==> src/rtl/n_bit_serial_subtractor_pkg.sv <==
// ----------------------------------------------------------------------------
// n_bit_serial_subtractor_pkg
//   Shared definitions for the bit-serial subtractor: the default operand
//   width and the FSM state encoding (IDLE=0, RUN=1, DONE=2; 3 is unused and
//   steers back to IDLE).
// ----------------------------------------------------------------------------
package n_bit_serial_subtractor_pkg;

    localparam int N_DEFAULT = 16;

    typedef enum logic [1:0] {
        ST_IDLE = 2'd0,
        ST_RUN  = 2'd1,
        ST_DONE = 2'd2
    } state_t;

endpackage : n_bit_serial_subtractor_pkg

==> src/rtl/n_bit_serial_subtractor_fs.sv <==
// ----------------------------------------------------------------------------
// full_subtractor
//   Single-bit full subtractor cell, pure combinational: d = a - b - bin.
//   Companion of the full_adder cell used by the ripple-carry adder.
// Ports:
//   i_a    minuend bit
//   i_b    subtrahend bit
//   i_bin  borrow-in
//   o_d    difference bit
//   o_bout borrow-out
// ----------------------------------------------------------------------------
module full_subtractor (
    input  logic i_a,
    input  logic i_b,
    input  logic i_bin,
    output logic o_d,
    output logic o_bout
);

    assign o_d    = i_a ^ i_b ^ i_bin;
    // Borrow when a=0,b=1, or when a==b and a borrow is already pending.
    assign o_bout = (~i_a & i_b) | (~(i_a ^ i_b) & i_bin);

endmodule : full_subtractor

==> src/rtl/n_bit_serial_subtractor.sv <==
// ----------------------------------------------------------------------------
// n_bit_serial_subtractor
//   Multi-cycle bit-serial subtractor: diff = a - b - bin (mod 2^N), computed
//   LSB-first with one full_subtractor cell, one bit per clock.
//   Operands accepted on edge k give out_valid after edge k+N.
//
// Handshake: a transfer happens on a rising edge where valid && ready are
//   both high. in_ready is high only in IDLE, out_valid only in DONE. The
//   result stays stable in DONE for as long as out_ready is low; in_valid
//   outside IDLE is ignored, never queued.
//
// Ports:
//   clk        clock, rising edge
//   rst_n      asynchronous active-low reset
//   in_valid   operand set valid
//   in_ready   block can accept operands
//   a, b       minuend / subtrahend (N bits)
//   bin        borrow-in
//   out_valid  result valid
//   out_ready  consumer accepts result
//   diff       a - b - bin mod 2^N
//   bout       unsigned borrow-out
//   ovf        signed two's-complement overflow
//   dbg_state  current FSM state (debug visibility)
// ----------------------------------------------------------------------------
module n_bit_serial_subtractor
    import n_bit_serial_subtractor_pkg::*;
#(
    parameter int N = N_DEFAULT
) (
    input  logic         clk,
    input  logic         rst_n,
    input  logic         in_valid,
    output logic         in_ready,
    input  logic [N-1:0] a,
    input  logic [N-1:0] b,
    input  logic         bin,
    output logic         out_valid,
    input  logic         out_ready,
    output logic [N-1:0] diff,
    output logic         bout,
    output logic         ovf,
    output logic [1:0]   dbg_state
);

    localparam int            CW       = $clog2(N);
    localparam logic [CW-1:0] LAST_CNT = CW'(N - 1);

    state_t          r_state;
    logic [N-1:0]    r_sa;
    logic [N-1:0]    r_sb;
    logic [N-1:0]    r_diff;
    logic [CW-1:0]   r_cnt;
    logic            r_br;
    logic            r_am;
    logic            r_bm;
    logic            r_bout;
    logic            r_ovf;

    logic            w_d;
    logic            w_bnext;

    full_subtractor u_fs (
        .i_a    (r_sa[0]),
        .i_b    (r_sb[0]),
        .i_bin  (r_br),
        .o_d    (w_d),
        .o_bout (w_bnext)
    );

    always_ff @(posedge clk or negedge rst_n) begin
        if (!rst_n) begin
            r_state <= ST_IDLE;
            r_sa    <= '0;
            r_sb    <= '0;
            r_diff  <= '0;
            r_cnt   <= '0;
            r_br    <= 1'b0;
            r_am    <= 1'b0;
            r_bm    <= 1'b0;
            r_bout  <= 1'b0;
            r_ovf   <= 1'b0;
        end else begin
            case (r_state)
                ST_IDLE: begin
                    if (in_valid) begin
                        r_sa    <= a;
                        r_sb    <= b;
                        r_br    <= bin;
                        // Original MSBs kept for the overflow decision; the
                        // shift registers lose them after the first bit.
                        r_am    <= a[N-1];
                        r_bm    <= b[N-1];
                        r_cnt   <= '0;
                        r_state <= ST_RUN;
                    end
                end

                ST_RUN: begin
                    r_sa   <= r_sa >> 1;
                    r_sb   <= r_sb >> 1;
                    r_diff <= {w_d, r_diff[N-1:1]};
                    r_br   <= w_bnext;
                    r_cnt  <= r_cnt + CW'(1);
                    if (r_cnt == LAST_CNT) begin
                        r_bout  <= w_bnext;
                        // Operands of different sign, result sign differs
                        // from the minuend's sign.
                        r_ovf   <= (r_am ^ r_bm) & (r_am ^ w_d);
                        r_state <= ST_DONE;
                    end
                end

                ST_DONE: begin
                    if (out_ready) begin
                        r_state <= ST_IDLE;
                    end
                end

                default: begin
                    r_state <= ST_IDLE;
                end
            endcase
        end
    end

    assign in_ready  = (r_state == ST_IDLE);
    assign out_valid = (r_state == ST_DONE);
    assign diff      = r_diff;
    assign bout      = r_bout;
    assign ovf       = r_ovf;
    assign dbg_state = r_state;

endmodule : n_bit_serial_subtractor

==> config.mk <==
export PLATFORM = sky130hd
export DESIGN_NAME = n_bit_serial_subtractor
export DESIGN_NICKNAME = d
export VERILOG_FILES = /design/src/rtl/n_bit_serial_subtractor_pkg.sv /design/src/rtl/n_bit_serial_subtractor_fs.sv /design/src/rtl/n_bit_serial_subtractor.sv
export SDC_FILE = /design/constraint.sdc
export NUM_CORES = 1
export LEC_CHECK = 0
export BUFFER_PORTS_ARGS = -buffer_cell sky130_fd_sc_hd__buf_2
export CAP_MARGIN = 20
export CORE_MARGIN = 2
export CORE_UTILIZATION = 46
export CTS_CLUSTER_SIZE = 12
export DETAILED_ROUTE_END_ITERATION = 12
export GPL_TIMING_DRIVEN = 0
export PLACE_DENSITY = 0.73
export SKIP_CTS_REPAIR_TIMING = 1
export SLEW_MARGIN = 10
export SYNTH_ARGS = -nofsm -noshare
export SYNTH_HDL_FRONTEND = slang
export SYNTH_SLANG_ARGS = --single-unit
==> constraint.sdc <==
create_clock -name clk -period 1.4 [get_ports clk]
set_input_delay 0.07 -clock clk [delete_from_list [all_inputs] [get_ports clk]]
set_output_delay 0.07 -clock clk [all_outputs]
set_load 0.02 [all_outputs]
==> results.py <==
metrics = {
    "synth": {
        "yosysWarnings": 0,
        "post-synth-top-area-cell": "dfrtp_1",
        "postSynthAreaPerCell_um2": 9.658,
        "yosysMostFrequentCell": "dfrtp_1",
        "seq_area_frac_synth_pct": 52.35,
        "synth_area_leaders": "dfrtp_1 52%, a22oi_1 8.0%, nand2_1 6.9%",
        "synthDistinctLibCells": 31,
        "synth_area_um2": 2820,
        "postSynthCellCount": 292,
        "synth_flop_cell": "dfrtp_1",
        "yosys.area.top_type_share_pct": 52.35,
        "syn_nets": 331,
        "synthArstFlopShare_pct": 100.0,
        "ys_ff_latch": 59,
        "synth_edf_count": 0,
        "synthTopCellsByCount": "59 x dfrtp_1, 52 x nand2_1, 31 x a21oi_1, 30 x a22oi_1, 24 x nor2b_1",
    },
    "setup_path": {
        "cp-end-kind": "flop",
        "start_kind": "flop",
        "cp.required_ns": 1.62,
        "criticalPathCategory": "reg2reg",
        "cp_max_fo": 3,
        "cp.arrival_ns": 1.78,
    },
    "route": {
        "wire_per_inst_um": 14.62,
        "initialDrtViolationCount": 144,
        "viasPerCell": 5.278,
        "num_vias": 2354,
        "drc": 0,
        "ant_nets": 0,
        "first_pass_iters": 4,
        "drt_wl_total_mm": 6.519,
    },
    "die": {
        "die_x_um": 82.30,
        "die-area_um2": 6773,
        "die_height_um": 82.30,
        "core_um2": 5921,
        "placementRows": 28,
        "initial_core_util_pct": 47.63,
        "num_io_pins": 59,
    },
    "clocking": {
        "htreeDepth": 3,
        "clock_latency_ns": 0.34,
        "cts-root-buf": "clkbuf_8",
        "cts_buffers": 9,
        "path_clk_slew_ns": 0.07,
        "clock-sinks": 59,
        "cts_buffer_depth": 2,
        "cts_tree": "yes",
    },
    "sta": {
        "holdWs_ns": -0.01279,
        "post-route-period-util_pct": 111.5,
        "finalHoldViolations": 1,
        "fin_ws_ns": -0.1617,
        "skew_ns": 0.009216,
        "max_slew_margin_pct": 49.99,
        "clock.fmax_ghz": 0.6403,
        "rsz0062_at_grt": "true",
        "fin_crit_ns": 1.562,
        "tightest_slew_ns": 0.7502,
        "setup_viol": 2,
        "drv_slew": 0,
        "tns_ns": -0.2028,
    },
    "grt": {
        "grt_max_degree": 60,
        "grt_pass1_vias": 2287,
        "antenna_found_initial": 0,
        "grtUsageTotal_pct": 20.88,
        "overflow": 0,
        "grt_pass1_wl_mm": 10.66,
    },
    "cells_and_area": {
        "area_growth_pct": 23.87,
        "finalNetCount": 405,
        "drive_gt1_share_pct": 28.03,
        "fill_cells": 525,
        "fin_util_pct": 59.00,
        "n_antenna_cell": 0,
        "stdcell_count": 446,
        "final_area_um2": 3493,
    },
    "flow_run": {
        "cap_viol_max_count": 0,
    },
    "power": {
        "p_comb_share_pct": 37.1,
        "p_int_w": 0.004404,
        "p_sw_w": 0.002625,
        "fin_total_pwr_w": 0.007029,
        "power_density_nw_per_um2": 2012,
        "clkPwrFrac_pct": 21.9,
        "p_leak_nw": 1.705,
        "ir_worst_vdd_mv": 0.9943,
        "p_sw_share_pct": 37.35,
        "power_frac_seq_pct": 41.0,
    },
    "place": {
        "placed_cell_area_um2": 3211,
        "numPortBuffers": 58,
        "routabilityCongestion": 0.7276,
        "dp.cells": 425,
        "post-dp-hpwl_mm": 4.223,
    },
    "outcome": {
        "status": "finished, violations left",
        "violations": "hold timing, setup timing",
    },
    "worst_hold_path": {
        "hold_path.class": "in2reg",
    },
}
cell type report:
cell class | instances | area (um2) | share of cell area (%)
tap | 75 | 93.84 | 2.686
clock inverter | 5 | 52.55 | 1.504
timing repair buffer | 63 | 342.8 | 9.814
buffer | 22 | 156.4 | 4.477
multi-input combinational | 207 | 1214 | 34.74
clock buffer | 11 | 141.4 | 4.047
inverter | 4 | 15.01 | 0.4298
sequential | 59 | 1478 | 42.30
routing by layer:
layer	GRT usage (%)	vias to the layer above	share of wire, %
li1	-	1163	-
met2	32.98	46	47
met4	8.500	0	1.5
met3	4.783	7	4.0
met1	27.75	1138	47
met5	0	-	0
state kept, by name, summed over array words and instances, names as in the netlist:
name	count
r_bm	1
r_am	1
r_sa	16
r_sb	16
dbg_state	2
diff	16
r_cnt	4
ovf	1
r_br	1
bout	1
logic make-up after synthesis:
family | count (synthesis) | share of synthesized area [%]
AND/OR/NAND/NOR | 95 | 16.86
adder cells (fa/ha/maj) | 2 | 1.153
multiplexers | 5 | 2.218
flip-flops | 59 | 52.35
buffers and inverters | 26 | 5.102
AO/OA/AOI/OAI | 105 | 22.32
placed cells by master, fill, tap and decap left out, drive strengths merged:
cell / netlist / layout
ha: 1 / 1
clkinvlp: 0 / 1
a22o: 2 / 2
a2bb2oi: 3 / 3
nor2b: 24 / 24
dlygate4sd3: 0 / 3
a21oi: 31 / 31
nand3b: 1 / 1
a22oi: 30 / 30
o311ai: 1 / 1
nand2: 52 / 52
buf: 18 / 72
clkbuf: 4 / 21
nand2b: 3 / 3
nor2: 2 / 2
fa: 1 / 1
and2b: 10 / 10
o21bai: 1 / 1
bufinv: 0 / 1
a41oi: 1 / 1
dfrtp: 59 / 59
inv: 4 / 4
clkinv: 0 / 3
nand3: 2 / 2
nand4: 1 / 1
mux2i: 1 / 1
o21ai: 36 / 36
mux2: 4 / 4
power groups by stage:
stage	combinational, W	sequential [W]	clock (W)
floorplan	0.00154	0.00310	0
global placement	0.00247	0.00287	0
CTS	0.00255	0.00287	0.00157
global route	0.00293	0.00298	0.00164
finish	0.00261	0.00288	0.00154
detailed placement	0.00253	0.00289	0
through the flow:
| step | hold WS (ns) | worst slack, ns |
|---|---|---|
| after detailed placement | 0.1946 | -0.1393 |
| after CTS | -0.1736 | -0.2823 |
| after floorplan | -0.2256 | -0.05942 |
| final | -0.01279 | -0.1617 |
| after global routing | 0.008290 | -0.2383 |
| after global placement | 0.2630 | -0.1459 |
final timing paths:
kind                       cells after the start            to  slack (ns)  startpoint
setup / recovery                               5           ovf       -0.16     r_sb[0]
hold / removal                                 3       r_sb[5]       -0.01        b[5]
setup reg to reg                               5           ovf       -0.16     r_sb[0]
hold reg to reg                                2       diff[3]        0.49     diff[4]
max in group asynchronous                      2  dbg_state[0]        0.53       rst_n
min in group asynchronous                      2       r_sb[8]        0.33       rst_n
critical path: stages, from the launching register on:
cell,delay [ns]
dfrtp_1,0.36
inv_2,0.05
fa_1,0.59
nand2b_1,0.12
o21ai_1,0.06
mux2_4,0.27
(Power assumes the default switching activity.)
